File: config.mk
export PLATFORM = sky130hd
export DESIGN_NAME = lvt_mpram_read_port
export DESIGN_NICKNAME = d
export VERILOG_FILES = /design/src/rtl/lvt_pkg.sv /design/src/rtl/lvt_rd_port_pipe.sv /design/src/rtl/lvt_mpram_read_port.sv
export SDC_FILE = /design/constraint.sdc
export NUM_CORES = 2
export LEC_CHECK = 0
export BUFFER_PORTS_ARGS = -buffer_cell sky130_fd_sc_hd__buf_2
export CORE_AREA = 2 2 368 370
export CTS_CLUSTER_DIAMETER = 40
export DETAILED_ROUTE_END_ITERATION = 10
export DIE_AREA = 0 0 370 372
export GPL_TIMING_DRIVEN = 0
export HOLD_SLACK_MARGIN = 0.02
export PLACE_DENSITY = 0.45
export SYNTH_ARGS = -nofsm -noshare
export SYNTH_HDL_FRONTEND = slang
export SYNTH_SLANG_ARGS = --single-unit
File: constraint.sdc
create_clock -name clk -period 19.8 [get_ports clk]
set_clock_uncertainty 0.05 [all_clocks]
set_input_delay 1.98 -clock clk [delete_from_list [all_inputs] [get_ports clk]]
set_output_delay 1.98 -clock clk [all_outputs]
set_load 0.05 [all_outputs]
File: src/rtl/lvt_pkg.sv
// Shared constants, types and helpers for the LVT multiported RAM read side.
// Default geometry, address/select types and a per-port bus slicer.
package lvt_pkg;

  localparam int P_DEF           = 4;
  localparam int N_PE_BITS_DEF   = 2;
  localparam int INDEX_WIDTH_DEF = 8;
  localparam int DATA_WIDTH_DEF  = 32;

  typedef logic [INDEX_WIDTH_DEF-1:0] addr_t;
  typedef logic [N_PE_BITS_DEF-1:0]   sel_t;

  function automatic addr_t addr_slice(
    input logic [P_DEF*INDEX_WIDTH_DEF-1:0] bus,
    input int unsigned                      i
  );
    return bus[i*INDEX_WIDTH_DEF +: INDEX_WIDTH_DEF];
  endfunction

endpackage

File: src/rtl/lvt_rd_port_pipe.sv
// One read port: issue, same-cycle write forwarding, bank select, 2-entry buffer.
// Ports: req_* in, lvt_/bank_ read ports out, wr_* snoop in, rsp_* out.
module lvt_rd_port_pipe
  import lvt_pkg::*;
#(
  parameter int p           = P_DEF,
  parameter int n_PE_bits   = N_PE_BITS_DEF,
  parameter int index_width = INDEX_WIDTH_DEF,
  parameter int data_width  = DATA_WIDTH_DEF
) (
  input  logic                     clk,
  input  logic                     reset,
  input  logic                     req_valid,
  output logic                     req_ready,
  input  logic [index_width-1:0]   req_addr,
  output logic                     lvt_ren,
  output logic [index_width-1:0]   lvt_raddr,
  input  logic [n_PE_bits-1:0]     lvt_sel,
  output logic                     bank_ren,
  output logic [index_width-1:0]   bank_raddr,
  input  logic [p*data_width-1:0]  bank_rdata,
  input  logic [p-1:0]             wr_en,
  input  logic [p*index_width-1:0] wr_addr,
  input  logic [p*data_width-1:0]  wr_data,
  output logic                     rsp_valid,
  input  logic                     rsp_ready,
  output logic [data_width-1:0]    rsp_data
);

  logic                  accept;
  logic                  pop;
  logic                  b_valid;
  logic                  fwd_hit;
  logic                  fwd_hit_d;
  logic [data_width-1:0] fwd_data;
  logic [data_width-1:0] fwd_data_d;
  logic [data_width-1:0] sel_data;
  logic [data_width-1:0] push_data;
  logic [1:0]            occ;
  logic [2:0]            level;
  logic                  wr_ptr;
  logic                  rd_ptr;
  logic [data_width-1:0] buf_mem [2];

  assign rsp_valid = occ != 2'd0;
  assign rsp_data  = buf_mem[rd_ptr];
  assign pop       = rsp_valid & rsp_ready;

  // Count the stage-B word as already occupying a slot.
  assign level     = {1'b0, occ} - {2'b0, pop} + {2'b0, b_valid};
  assign req_ready = level < 3'd2;
  assign accept    = req_valid & req_ready;

  assign lvt_ren    = accept;
  assign bank_ren   = accept;
  assign lvt_raddr  = req_addr;
  assign bank_raddr = req_addr;

  // Ascending scan: highest matching write port wins, as in the LVT.
  always_comb begin
    fwd_hit_d  = 1'b0;
    fwd_data_d = '0;
    for (int j = 0; j < p; j++) begin
      if (wr_en[j] && wr_addr[j*index_width +: index_width] == req_addr) begin
        fwd_hit_d  = 1'b1;
        fwd_data_d = wr_data[j*data_width +: data_width];
      end
    end
  end

  // Out-of-range selects fall through to bank 0.
  always_comb begin
    sel_data = bank_rdata[0 +: data_width];
    for (int b = 1; b < p; b++) begin
      if (int'(lvt_sel) == b)
        sel_data = bank_rdata[b*data_width +: data_width];
    end
  end

  assign push_data = fwd_hit ? fwd_data : sel_data;

  always_ff @(posedge clk or posedge reset) begin
    if (reset) begin
      b_valid    <= 1'b0;
      fwd_hit    <= 1'b0;
      fwd_data   <= '0;
      occ        <= 2'd0;
      wr_ptr     <= 1'b0;
      rd_ptr     <= 1'b0;
      buf_mem[0] <= '0;
      buf_mem[1] <= '0;
    end else begin
      b_valid <= accept;
      if (accept) begin
        fwd_hit  <= fwd_hit_d;
        fwd_data <= fwd_data_d;
      end
      if (b_valid) begin
        buf_mem[wr_ptr] <= push_data;
        wr_ptr          <= ~wr_ptr;
      end
      if (pop)
        rd_ptr <= ~rd_ptr;
      occ <= occ + {1'b0, b_valid} - {1'b0, pop};
    end
  end

endmodule

File: src/rtl/lvt_mpram_read_port.sv
// Read-side controller of the LVT multiported RAM: p independent read pipes.
// Ports: rd_req_*/rd_rsp_* clients, lvt_*/bank_* array reads, wr_* snoop.
module lvt_mpram_read_port
  import lvt_pkg::*;
#(
  parameter int p           = P_DEF,
  parameter int n_PE_bits   = N_PE_BITS_DEF,
  parameter int index_width = INDEX_WIDTH_DEF,
  parameter int data_width  = DATA_WIDTH_DEF
) (
  input  logic                       clk,
  input  logic                       reset,
  input  logic [p-1:0]               rd_req_valid,
  output logic [p-1:0]               rd_req_ready,
  input  logic [p*index_width-1:0]   rd_req_addr,
  output logic [p-1:0]               lvt_ren,
  output logic [p*index_width-1:0]   lvt_raddr,
  input  logic [p*n_PE_bits-1:0]     lvt_sel,
  output logic [p-1:0]               bank_ren,
  output logic [p*index_width-1:0]   bank_raddr,
  input  logic [p*p*data_width-1:0]  bank_rdata,
  input  logic [p-1:0]               wr_en,
  input  logic [p*index_width-1:0]   wr_addr,
  input  logic [p*data_width-1:0]    wr_data,
  output logic [p-1:0]               rd_rsp_valid,
  input  logic [p-1:0]               rd_rsp_ready,
  output logic [p*data_width-1:0]    rd_rsp_data
);

  for (genvar i = 0; i < p; i++) begin : g_port
    lvt_rd_port_pipe #(
      .p          (p),
      .n_PE_bits  (n_PE_bits),
      .index_width(index_width),
      .data_width (data_width)
    ) u_pipe (
      .clk       (clk),
      .reset     (reset),
      .req_valid (rd_req_valid[i]),
      .req_ready (rd_req_ready[i]),
      .req_addr  (rd_req_addr[i*index_width +: index_width]),
      .lvt_ren   (lvt_ren[i]),
      .lvt_raddr (lvt_raddr[i*index_width +: index_width]),
      .lvt_sel   (lvt_sel[i*n_PE_bits +: n_PE_bits]),
      .bank_ren  (bank_ren[i]),
      .bank_raddr(bank_raddr[i*index_width +: index_width]),
      .bank_rdata(bank_rdata[i*p*data_width +: p*data_width]),
      .wr_en     (wr_en),
      .wr_addr   (wr_addr),
      .wr_data   (wr_data),
      .rsp_valid (rd_rsp_valid[i]),
      .rsp_ready (rd_rsp_ready[i]),
      .rsp_data  (rd_rsp_data[i*data_width +: data_width])
    );
  end

endmodule

==> impl_metrics.py <==
metrics = {
    "run_status": {
        "status": "completed",
    },
    "critical_path": {
        "critPathKind": "in2out",
        "max_stage_delay_ps": 670,
        "endpoint": "bank_ren[1]",
        "rr_startpoint": "g_port[0].u_pipe.occ[1]",
        "rrSetupSlack_ps": 15280,
        "worstSetupStartpointType": "primary input",
        "crit_required_ps": 17770,
        "cp_num_cells": 13,
        "crit_arrival_ps": 5610,
        "cp_cell_sequence": "buf_2 > and2_1 > ha_1 > inv_1 > ha_1 > fa_1 > xnor2_1 > nor2_1 > nand2_1 > inv_1 > clkbuf_1 > buf_4 > buf_2",
        "cp-startpoint": "rd_rsp_ready[1]",
        "cp_max_fo": 12,
        "crit_slowest_cell": "clkbuf_1",
        "cp_top_family": "buffers and inverters",
        "worst_setup_path_end_kind": "output pin",
        "critPathBufInv": 6,
        "r2r-end": "g_port[0].u_pipe.fwd_data[20]",
        "worst-r2r-cell-count": 14,
    },
    "global_routing": {
        "grt_max_degree": 99,
        "grtUsageTotal_pct": 23.3,
        "antenna_found_initial": 98,
        "grt_pass1_wl_um": 225000,
        "grt-ovfl-total": 0,
        "grt_pass1_vias": 28100,
    },
    "sta": {
        "timing.final.crit_share_pct": 38.6,
        "slew_viol_final": 0,
        "hold_viol": 0,
        "tightest_slew_ps": 1390,
        "slew_headroom_pct": 6.52,
        "setup_viol": 0,
        "grt_setup_unrepaired": "no",
        "fin_crit_ps": 7640,
        "timing.fmax_ghz": 0.131,
        "holdWs_ps": 419,
    },
    "synthesis": {
        "ys_warn_count": 0,
        "synth_top_area_share_pct": 37.4,
        "synth_compound_area_share_pct": 17.4,
        "ys_types": 48,
        "synth_top_family_by_area": "multiplexers",
        "synthMuxAreaShare_pct": 20.6,
        "synth_cells": 2867,
        "synth_area_leader_cell": "dfrtp_1",
        "synth_xor_area_share_pct": 4.52,
        "ys_ff_latch": 408,
        "syn_area_mm2": 0.0273,
        "synth.area.top_cells": "dfrtp_1 37%, mux4_2 11%, a21oi_1 6.7%",
        "avgSynthCellArea_um2": 9.51,
        "syn-num-nets": 3605,
        "synth_fa_ha_area_share_pct": 0.661,
        "yosys.area_share.simple_pct": 12.6,
        "seq_area_frac_synth_pct": 37.4,
    },
    "clock_tree": {
        "cts_root_buffer": "clkbuf_16",
        "cts.clk_slew.worst_paths_ps": 40,
        "cts.sinks": 408,
        "numCtsBuffers": 95,
        "cts_tree": "yes",
        "worst_skew_pair.late_latency_ps": 700,
        "postCtsSetupRepairBufs": 0,
        "cts_resized": 0,
        "clock_path_buffers": 3,
        "postCtsHoldBufs": 0,
        "h-tree-depth": 3,
    },
    "placement": {
        "gp_congestion": 0.909,
        "port_buffers": 903,
        "dpl.hpwl_um": 132000,
    },
    "routing": {
        "dr.pass1.iters": 6,
        "drt_iter0_markers": 2914,
        "avgRoutedWirePerCell_um": 29.0,
        "antenna_left": 0,
        "viasPerCell": 4.97,
        "num_vias": 28600,
        "drc": 0,
        "routed_wirelength_um": 167000,
    },
    "die": {
        "chipHeight_um": 372,
        "core-area_mm2": 0.134,
        "dieArea_mm2": 0.138,
        "die_x_um": 370,
        "start_util_pct": 20.3,
        "placementRows": 135,
        "io_pins": 934,
    },
    "min_path": {
        "hold_path.class": "reg2reg",
    },
    "pwr": {
        "total_power_mw": 6.28,
        "pwr_density_cell_mw_per_mm2": 166,
        "leakage_nw": 15.6,
        "peakVddDrop_mv": 0.166,
    },
    "job": {
        "drv_cap": 0,
    },
    "finish": {
        "areaGrowthSynthToFinish_pct": 38.4,
        "finalNetCount": 4613,
        "finish.utilization_pct": 28.1,
        "drive_gt1_share_pct": 38.6,
    },
}
cell usage in the layout, fill, tap and decap left out, types with 46 or more instances in the layout:
master     synthesis  final
dfrtp_1          408    408
xnor2_1           99     99
o221ai_1          63     63
a21oi_1          366    366
nand3_1          112    112
mux2_2           128    128
mux4_2           128    128
clkbuf_16          0     95
nand2_1          227    227
o2bb2ai_1         46     46
buf_4             84     84
nor2_1           189    189
clkbuf_1         213    222
mux2i_1          128    128
o21ai_1           60     60
o21ai_0          196    196
buf_2             43    946
how the worst min path moves through the flow:
stage	slack, ps	cells after the start	start	endpoint
2_1_floorplan	390	1	g_port[3].u_pipe.wr_ptr	g_port[3].u_pipe.wr_ptr
3_3_place_gp	410	2	g_port[2].u_pipe.buf_mem[56]	g_port[2].u_pipe.buf_mem[56]
3_5_place_dp	410	1	g_port[2].u_pipe.wr_ptr	g_port[2].u_pipe.wr_ptr
4_1_cts	420	1	g_port[2].u_pipe.wr_ptr	g_port[2].u_pipe.wr_ptr
5_1_grt	440	2	g_port[3].u_pipe.buf_mem[59]	g_port[3].u_pipe.buf_mem[59]
6_report	420	1	g_port[2].u_pipe.wr_ptr	g_port[2].u_pipe.wr_ptr
report_power, final:
group          internal (mW)  switching [mW]  total, mW
combinational          0.951            2.01       2.96
clock                   1.12           0.578       1.70
sequential              1.25           0.365       1.62
area by class of cell:
type                    count  area, um^2
diodes                     22        55.1
plain buffers             365        1770
clock buffers             121        2650
clock inverters            57         832
fillers                 14500       96500
inverters                  23        93.8
multi-input cells        2071       15200
flip-flops and latches    408       10200
well taps                1781        2230
repair buffers            911        4670
logic make-up (layout without fill, tap and decap cells):
family	Yosys count	after routing
buffers and inverters	388	1477
adders and majority gates	12	12
muxes	384	384
other	0	22
AOI/OAI and AO/OA	819	819
DFF	408	408
and+or+nand+nor	716	716
xor gates and xnor gates	140	140
metrics by stage:
stage          area, um^2  std cells  TNS, ps  worst slack [ps]
2_1_floorplan       27300       2867        0              6420
3_3_place_gp        34000       5551   -48590              -223
3_5_place_dp        34200       5559        0             12160
4_1_cts             37700       5737        0             12140
5_1_grt             37700       5743        0             12040
6_report            37700       5759        0             12160
cells in the mapped netlist (all sizes together):
library cell	number
a211oi	33
a21o	1
a21oi	367
a31o	14
a31oi	2
a41oi	1
and2	10
and3	31
and4b	1
buf	152
clkbuf	213
clkinv	1
dfrtp	408
fa	4
ha	8
inv	22
mux2	128
mux2i	128
mux4	128
nand2	227
nand2b	4
nand3	112
nand4	44
nor2	189
nor3	50
nor4	37
o21ai	256
o21bai	2
o221ai	63
o22a	1
o2bb2ai	46
o311a	1
o31ai	32
or2	4
or3	7
xnor2	99
xor2	41
sequential cells by signal (all words and copies together), names as in the netlist:
| signal | flops |
|---|---|
| g_port.u_pipe.fwd_data | 128 |
| g_port.u_pipe.occ | 8 |
| g_port.u_pipe.buf_mem | 256 |
| g_port.u_pipe.fwd_hit | 4 |
| g_port.u_pipe.b_valid | 4 |
| g_port.u_pipe.wr_ptr | 4 |
| g_port.u_pipe.rd_ptr | 4 |
metal layers:
| metal | part of all wire, % | track usage (%) | vias to the layer above |
|---|---|---|---|
| met5 | 0.37 | 0.559 | - |
| met3 | 9.3 | 7.56 | 335 |
| li1 | - | - | 12500 |
| met2 | 46 | 37.3 | 1408 |
| met4 | 3.7 | 8.75 | 84 |
| met1 | 40 | 29.1 | 14300 |
No activity file was read; power rests on OpenSTA's default activity.
